==> config.mk <==
export PLATFORM = sky130hd
export DESIGN_NAME = alu_seq
export DESIGN_NICKNAME = d
export VERILOG_FILES = /design/src/rtl/alu_seq_pkg.sv /design/src/rtl/alu_seq_alu.sv /design/src/rtl/alu_seq.sv
export SDC_FILE = /design/constraint.sdc
export NUM_CORES = 1
export LEC_CHECK = 0
export CORE_MARGIN = 2
export CORE_UTILIZATION = 60
export CTS_CLUSTER_SIZE = 40
export DETAILED_ROUTE_END_ITERATION = 10
export PLACE_DENSITY = 0.91
export SLEW_MARGIN = 15
export SYNTH_ARGS = -nofsm -noshare
export SYNTH_HDL_FRONTEND = slang
export SYNTH_SLANG_ARGS = --single-unit
==> constraint.sdc <==
create_clock -name CLK -period 5.2 [get_ports CLK]
set_clock_uncertainty 0.2 [all_clocks]
set_input_delay 1.56 -clock CLK [delete_from_list [all_inputs] [get_ports CLK]]
set_output_delay 1.56 -clock CLK [all_outputs]
set_load 0.01 [all_outputs]
==> src/rtl/alu_seq_pkg.sv <==
// rtl/alu_seq_pkg.sv - opcodes, FSM encoding and flag helper for alu_seq
// Op 7 is ADDC when ALU_SEQ_ADDC_EN is defined, otherwise a NOP.
package alu_seq_pkg;

  localparam logic [2:0] OP_LOAD  = 3'd0;
  localparam logic [2:0] OP_STORE = 3'd1;
  localparam logic [2:0] OP_ADD   = 3'd2;
  localparam logic [2:0] OP_SUB   = 3'd3;
  localparam logic [2:0] OP_AND   = 3'd4;
  localparam logic [2:0] OP_OR    = 3'd5;
  localparam logic [2:0] OP_XOR   = 3'd6;
  localparam logic [2:0] OP_ADDC  = 3'd7;

  typedef enum logic [1:0] {
    ST_IDLE  = 2'd0,
    ST_READ  = 2'd1,
    ST_EXEC  = 2'd2,
    ST_WRITE = 2'd3
  } state_t;

  // STORE (and the NOP form of op 7) leave ZERO untouched.
  function automatic logic op_updates_zero(input logic [2:0] op);
    if (op == OP_STORE) return 1'b0;
`ifndef ALU_SEQ_ADDC_EN
    if (op == OP_ADDC) return 1'b0;
`endif
    return 1'b1;
  endfunction

endpackage

==> src/rtl/alu_seq_alu.sv <==
// rtl/alu_seq_alu.sv - combinational ALU for alu_seq
// Op 7 is ADDC when ALU_SEQ_ADDC_EN is defined, otherwise a non-writing NOP.
module alu_seq_alu
  import alu_seq_pkg::*;
#(
  parameter int WIDTH = 8
) (
  input  logic [2:0]       op,
  input  logic [WIDTH-1:0] acc,
  input  logic [WIDTH-1:0] opnd,
  input  logic             carry_in,
  output logic [WIDTH-1:0] result,
  output logic             carry_out,
  output logic             zero,
  output logic             wen
);

  logic [WIDTH:0] sum;

  // carry_out defaults to carry_in so ops that keep C simply pass it through.
  always_comb begin
    result    = '0;
    carry_out = carry_in;
    wen       = 1'b1;
    sum       = '0;
    case (op)
      OP_LOAD:  result = opnd;
      OP_STORE: result = acc;
      OP_ADD: begin
        sum       = {1'b0, acc} + {1'b0, opnd};
        result    = sum[WIDTH-1:0];
        carry_out = sum[WIDTH];
      end
      OP_SUB: begin
        sum       = {1'b0, acc} - {1'b0, opnd};
        result    = sum[WIDTH-1:0];
        carry_out = sum[WIDTH];
      end
      OP_AND: begin result = acc & opnd; carry_out = 1'b0; end
      OP_OR:  begin result = acc | opnd; carry_out = 1'b0; end
      OP_XOR: begin result = acc ^ opnd; carry_out = 1'b0; end
      default: begin
`ifdef ALU_SEQ_ADDC_EN
        sum       = {1'b0, acc} + {1'b0, opnd} + {{WIDTH{1'b0}}, carry_in};
        result    = sum[WIDTH-1:0];
        carry_out = sum[WIDTH];
`else
        wen       = 1'b0;
`endif
      end
    endcase
  end

  assign zero = (result == '0);

endmodule

==> src/rtl/alu_seq.sv <==
// rtl/alu_seq.sv - four-state execute stage driving the register file port
// Op 7 is ADDC when ALU_SEQ_ADDC_EN is defined, otherwise a NOP.
module alu_seq
  import alu_seq_pkg::*;
#(
  parameter int WIDTH = 8
) (
  input  logic             CLK,
  input  logic             RSTN,
  input  logic             IVALID,
  output logic             IREADY,
  input  logic [2:0]       IOP,
  input  logic [1:0]       IADDR,
  output logic [1:0]       RF_ADDR,
  input  logic [WIDTH-1:0] RF_RDATA,
  input  logic [WIDTH-1:0] RF0DATA,
  output logic [WIDTH-1:0] RF_WDATA,
  output logic             RF_WEN,
  output logic             CARRY,
  output logic             ZERO,
  output logic             BUSY
);

  state_t           state, state_nxt;
  logic [2:0]       op_q;
  logic [1:0]       addr_q;
  logic [WIDTH-1:0] opnd, acc, res_q;
  logic             wen_q, carry_q, zero_q;
  logic [WIDTH-1:0] alu_result;
  logic             alu_carry, alu_zero, alu_wen;

  alu_seq_alu #(.WIDTH(WIDTH)) u_alu (
    .op        (op_q),
    .acc       (acc),
    .opnd      (opnd),
    .carry_in  (carry_q),
    .result    (alu_result),
    .carry_out (alu_carry),
    .zero      (alu_zero),
    .wen       (alu_wen)
  );

  always_ff @(posedge CLK) begin
    if (!RSTN) state <= ST_IDLE;
    else       state <= state_nxt;
  end

  always_comb begin
    state_nxt = state;
    case (state)
      ST_IDLE:  if (IVALID) state_nxt = ST_READ;
      ST_READ:  state_nxt = ST_EXEC;
      ST_EXEC:  state_nxt = ST_WRITE;
      default:  state_nxt = ST_IDLE;
    endcase
  end

  always_comb begin
    IREADY  = 1'b0;
    BUSY    = 1'b1;
    RF_ADDR = 2'd0;
    RF_WEN  = 1'b0;
    case (state)
      ST_IDLE: begin
        IREADY = RSTN;
        BUSY   = 1'b0;
      end
      ST_READ: RF_ADDR = addr_q;
      ST_WRITE: begin
        RF_ADDR = (op_q == OP_STORE) ? addr_q : 2'd0;
        RF_WEN  = wen_q;
      end
      default: ;
    endcase
  end

  // Operand capture, then result and flags, all on the state-advancing edge.
  always_ff @(posedge CLK) begin
    if (!RSTN) begin
      op_q    <= OP_LOAD;
      addr_q  <= '0;
      opnd    <= '0;
      acc     <= '0;
      res_q   <= '0;
      wen_q   <= 1'b0;
      carry_q <= 1'b0;
      zero_q  <= 1'b0;
    end else begin
      case (state)
        ST_IDLE: if (IVALID) begin
          op_q   <= IOP;
          addr_q <= IADDR;
        end
        ST_READ: begin
          opnd <= RF_RDATA;
          acc  <= RF0DATA;
        end
        ST_EXEC: begin
          res_q   <= alu_result;
          wen_q   <= alu_wen;
          carry_q <= alu_carry;
          if (op_updates_zero(op_q)) zero_q <= alu_zero;
        end
        default: ;
      endcase
    end
  end

  assign RF_WDATA = res_q;
  assign CARRY    = carry_q;
  assign ZERO     = zero_q;

endmodule

Word-level counts from Yosys, hierarchy flattened. Cells that the tools add are included.

Register bits: 34. Output and inout bits: 15. Word-level logic and storage cells: 57.

Add/subtract/negate cells: 2. Equality and inequality tests: 11. Mux-type cells: 23. Bitwise gates (word level): 3. Reduce and logical (&&, ||, !) cells: 9.

Operators with widths (count): $pmux 8 s7 (1); $mux 1 (17); $eq 3x3->1 const B (4); $add 8x8->9 (1); $sub 8x8->9 (1); $and 8x8->8 (1); $logic_not 8->1 (1); $or 8x8->8 (1); $xor 8x8->8 (1); $reduce_or 7->1 (1); $eq 3x2->1 const B (2); $pmux 2 s3 (1); $reduce_and 2->1 (3); $eq 2x2->1 const B (2); $mux 2 (2); $pmux 2 s2 (1); $eq 3x1->1 const B (1); $logic_not 3->1 (1); $pmux 1 s3 (1); $reduce_bool 3->1 (1); $reduce_or 3->1 (1); $eq 2x1->1 const B (1); $logic_not 2->1 (1); $ne 2x2->1 const B (1).

Logic depth before layout (Yosys ltp).
Depth in word-level cells: 12. Depth in mapped cells: 9.

Hierarchy. Synthesis repeated with hierarchy kept, for this count alone.

Cell total of the unflattened synthesis: 328. Area, all modules: 2821.5 um^2.

Modules (own cells, without submodules): alu_seq (instances 1, cells an instance 139, area each 1487.7 um^2); alu_seq_alu (instances 1, cells an instance 189, area each 1333.8 um^2).

Least setup slack after synthesis. Ideal clock, no wire load.

Path type: input port to output port. Start point: input RSTN. End point: output IREADY. Arrival: 2213 ps. Setup slack: 1227 ps. Cell stages on the path: 3. Path buffers: 2. Path through: clkbuf_1 clkbuf_1 and2_1.

Cells in the longest elaborated chain, start to end: 1.

RTL lines: from (decl) (RTL line alu_seq.sv:9) `input logic RSTN,`; $mux 1 (RTL line alu_seq.sv:63) `case (state)`; to (decl) (RTL line alu_seq.sv:11) `output logic IREADY,`.

No other way between the ends.

Worst setup path in the final report. Ends and elaborated chain as after synthesis.

==> metrics.log <==
INFO  metric track_usage = 0.2763
INFO  metric fillCellCount = 316
INFO  metric r2r_cells = 9
INFO  metric synth-compound-area-share = 0.2384
INFO  metric holdWs = 0.2677 ns
INFO  metric dp_hpwl = 5013 um
INFO  metric p_sw_frac = 0.3672
INFO  metric finalSetupTns = 0 ns
INFO  metric ir_worst_vdd = 223.1 uV
INFO  metric wire_length_of_the_first_global_routing_pass = 11420 um
INFO  metric htree_num_levels = 2
INFO  metric postPlaceCellArea = 0.003171 sq mm
INFO  metric mappedNetlistNets = 394
INFO  metric fp-row-count = 24
INFO  metric slew_viol_final = 0
INFO  metric power.sequential.fraction = 0.360
INFO  metric syn_area_per_cell = 8.258 sq um
INFO  metric final_cell_count_no_fill = 419
INFO  metric chain_of_cells_forming_the_critical_path = clkdlybuf4s50_1 -> and2_1 -> clkdlybuf4s50_1
INFO  metric start_util = 0.6318
INFO  metric path_buf_inv = 2
INFO  metric clkLatencyLatePin = 0.29 ns
INFO  metric largest_stage_delay_on_the_critical_path = 0.53 ns
INFO  metric p_int = 0.5595 mW
INFO  metric grt_pass1_vias = 2401
INFO  metric grt_start_max_net_pins = 36
INFO  metric dr_total_vias = 2575
INFO  metric number_of_inserted_diodes = 0
INFO  metric dpl_worst_slack = 0.7522 ns
INFO  metric drt-pass1-iter-count = 5
INFO  metric design.final.nets = 420
INFO  metric synth-seq-area-share = 0.2424
INFO  metric ys_types = 64
INFO  metric power_leakage = 1.264 nW
INFO  metric flow.area_growth_from_synthesis = 16.18%
INFO  metric critical_path_peak_fanout = 2
INFO  metric timing.critical_path.arrival = 2.69 ns
INFO  metric power.share.clock = 0.228
INFO  metric timing.final.hold_violations = 0
INFO  metric floorplan.core_area = 0.004444 sq mm
INFO  metric cp_slowest_cell = sky130_fd_sc_hd__clkdlybuf4s50_1
INFO  metric post_cts_sizing = 0
INFO  metric worstHoldEndpoint = addr_q[0]$_SDFFE_PN0P_
INFO  metric clkSlewWorstSetupHoldPaths = 0.07 ns
INFO  metric post_synth_xor_area_fraction = 0.003119
INFO  metric number_of_drc_violations_after_detailed_routing_iteration_0 = 352
INFO  metric ff2ff_setup_slack = 2.22 ns
INFO  metric yosys.area_share.adder = 0.1390
INFO  metric timing.critical_path.max_delay_family = buffers and inverters
INFO  metric overflow = 0
INFO  metric power-per-cell-area = 271.1 mW/mm^2
INFO  metric total_power = 0.8842 mW
INFO  metric post_cts_hold_buffer_count = 0
INFO  metric ant_nets = 0
INFO  metric synthFlopType = sky130_fd_sc_hd__dfxtp_1
INFO  metric timing.max_slew.rel_slack = 0.4048
INFO  metric synthMuxAreaShare = 0.1012
INFO  metric holdCritPathClass = reg2reg
INFO  metric cts_tree = yes
INFO  metric finalCoreUtilization = 0.7340
INFO  metric largest_family_of_logic_cells_by_synthesized_area = compound AO/OA/AOI/OAI gates
INFO  metric ioPinCount = 39
INFO  metric syn_area = 0.002808 sq mm
INFO  metric worstSetupPathType = in2out
INFO  metric cp.required = 3.44 ns
INFO  metric port-buffer-count = 38
INFO  metric drv.max_cap_violation_count = 0
INFO  metric post-route-period-util = 0.8553
INFO  metric crit_top_cell = sky130_fd_sc_hd__clkdlybuf4s50_1
INFO  metric worstSetupStartpoint = RSTN
INFO  metric drive_gt1_frac = 0.06812
INFO  metric grt_setup_unrepaired = no
INFO  metric antenna_violations_before_repair = 0
INFO  metric worstReg2RegEnd = ZERO$_SDFFE_PN0P_
INFO  metric drt-wirelength-per-cell = 16.49 um
INFO  metric synth-edff-count = 0
INFO  metric die_x = 72.41 um
INFO  metric hold_path_startpoint = addr_q[0]$_SDFFE_PN0P_
INFO  metric power.combinational.fraction = 0.412
INFO  metric dieHeight = 72.41 um
INFO  metric ys_seq_elements = 34
INFO  metric drc = 0
INFO  metric final_setup_fails = 0
INFO  metric fmaxAchievable = 0.2248 GHz
INFO  metric floorplan.die_area = 0.005242 sq mm
INFO  metric synth_simple_gate_area_share = 0.1943
INFO  metric fin_ws = 0.7522 ns
INFO  metric netlist_instances = 340
INFO  metric final_critical_period = 4.448 ns
INFO  metric setup.worst_path.end_class = output pin
INFO  metric cts_setup_buffers = 0
INFO  metric routed_wl = 6910 um
INFO  metric worst_r2r_startpoint = acc[0]$_SDFFE_PN0P_
INFO  metric worst_pin_slew = 0.8916 ns
INFO  metric dp_cells = 411
INFO  metric clockBufferDepth = 2
INFO  metric yosysWarningCount = 0
INFO  metric num_clock_sinks = 34
INFO  metric finalInstanceArea = 0.003262 sq mm
INFO  metric detail_route.vias_per_cell = 6.146
INFO  metric cts_buffers = 5
INFO  metric cp-start-kind = input pin
INFO  metric outcome = finished, final reports clean
INFO  metric clk_root_buffer_cell = sky130_fd_sc_hd__clkbuf_8
INFO  metric switchingPower = 0.3247 mW
INFO  metric synth-async-reset-ratio = 0
INFO  metric min_path_cells = 2
INFO  metric place.gp.congestion = 0.9570
area by class of cell:
class	instances	area, sq um	share of cell area
Tap cell	52	65.06	0.01995
Timing Repair Buffer	42	410.4	0.1258
Sequential cell	34	680.7	0.2087
Clock buffer	7	86.33	0.02647
Inverter	31	116.4	0.03567
Multi-Input combinational cell	252	1898	0.5819
Clock inverter	1	5.005	0.001534
metal layers:
metal / vias to the layer above / track usage / wire length [um]
met4: 0 / 0.07819 / 72
met3: 6 / 0.03611 / 467
met2: 111 / 0.4526 / 3307
li1: 1248 / - / -
met1: 1210 / 0.3832 / 3063
met5: - / 0 / 0
worst reg2reg max path, delay by kind of cell, from the launching register on:
| kind | cells | cell delay [ns] |
|---|---|---|
| buffers and inverters | 1 | 0.08 |
| AOI/OAI and AO/OA | 6 | 1.59 |
| adders and majority gates | 2 | 0.65 |
| DFF | 1 | 0.37 |
worst max-delay path by stage:
stage / to / slack (ns) / cells after the start
CTS: IREADY / 0.74 / 3
global route: IREADY / 0.72 / 3
floorplan: IREADY / 1.23 / 3
finish: IREADY / 0.75 / 3
detailed placement: IREADY / 0.75 / 3
global placement: IREADY / 0.75 / 3
cell usage in the layout, fill, tap and decap left out, types with 5 or more instances in the layout:
| cell | count |
|---|---|
| sky130_fd_sc_hd__clkdlybuf4s50_1 | 38 |
| sky130_fd_sc_hd__dfxtp_1 | 34 |
| sky130_fd_sc_hd__inv_1 | 30 |
| sky130_fd_sc_hd__nand2_1 | 28 |
| sky130_fd_sc_hd__ha_1 | 28 |
| sky130_fd_sc_hd__mux2i_1 | 25 |
| sky130_fd_sc_hd__nor2b_1 | 22 |
| sky130_fd_sc_hd__a21oi_1 | 16 |
| sky130_fd_sc_hd__nor2_1 | 14 |
| sky130_fd_sc_hd__nand3_1 | 11 |
| sky130_fd_sc_hd__o21ai_0 | 11 |
| sky130_fd_sc_hd__a21boi_0 | 7 |
| sky130_fd_sc_hd__clkbuf_8 | 6 |
| sky130_fd_sc_hd__o221ai_1 | 5 |
| sky130_fd_sc_hd__nor3_1 | 5 |
| sky130_fd_sc_hd__o22ai_1 | 5 |
| sky130_fd_sc_hd__or2_2 | 5 |
power by group through the flow:
stage,registers (mW),logic [mW],clock network (mW)
finish,0.318,0.364,0.202
CTS,0.318,0.359,0.205
global route,0.323,0.396,0.214
floorplan,0.317,0.259,0
detailed placement,0.323,0.355,0
global placement,0.321,0.346,0
cell families (layout without fill, tap and decap cells):
group | count (synthesis) | count (layout)
xor+xnor | 1 | 1
buf+inv | 54 | 81
mux | 27 | 27
flops | 34 | 34
compound gates | 91 | 91
simple gates | 103 | 103
fa+ha+maj | 30 | 30
cell usage after synthesis (3+ instances only):
master / n / area share
sky130_fd_sc_hd__a211oi_1: 3 / 0.0080
sky130_fd_sc_hd__a21boi_0: 7 / 0.019
sky130_fd_sc_hd__a21o_1: 4 / 0.011
sky130_fd_sc_hd__a21oi_1: 16 / 0.029
sky130_fd_sc_hd__a221o_1: 3 / 0.011
sky130_fd_sc_hd__and2_1: 4 / 0.0089
sky130_fd_sc_hd__buf_2: 8 / 0.014
sky130_fd_sc_hd__clkbuf_1: 11 / 0.015
sky130_fd_sc_hd__dfxtp_1: 34 / 0.24
sky130_fd_sc_hd__ha_1: 28 / 0.12
sky130_fd_sc_hd__inv_1: 30 / 0.040
sky130_fd_sc_hd__mux2i_1: 25 / 0.089
sky130_fd_sc_hd__nand2_1: 28 / 0.037
sky130_fd_sc_hd__nand2b_1: 3 / 0.0067
sky130_fd_sc_hd__nand3_1: 11 / 0.020
sky130_fd_sc_hd__nor2_1: 14 / 0.019
sky130_fd_sc_hd__nor2b_1: 22 / 0.049
sky130_fd_sc_hd__nor3_1: 5 / 0.0089
sky130_fd_sc_hd__o211a_1: 4 / 0.014
sky130_fd_sc_hd__o21ai_0: 11 / 0.020
sky130_fd_sc_hd__o21bai_1: 3 / 0.0080
sky130_fd_sc_hd__o221ai_1: 5 / 0.016
sky130_fd_sc_hd__o22ai_1: 5 / 0.011
sky130_fd_sc_hd__or2_2: 5 / 0.011
state kept, by name, summed over array words and instances, names as in the netlist, 2 cells and up:
name,flops
RF_WDATA,8
acc,8
addr_q,2
op_q,3
opnd,8
state,2
Note: power is estimated with default switching activity, not from simulation.
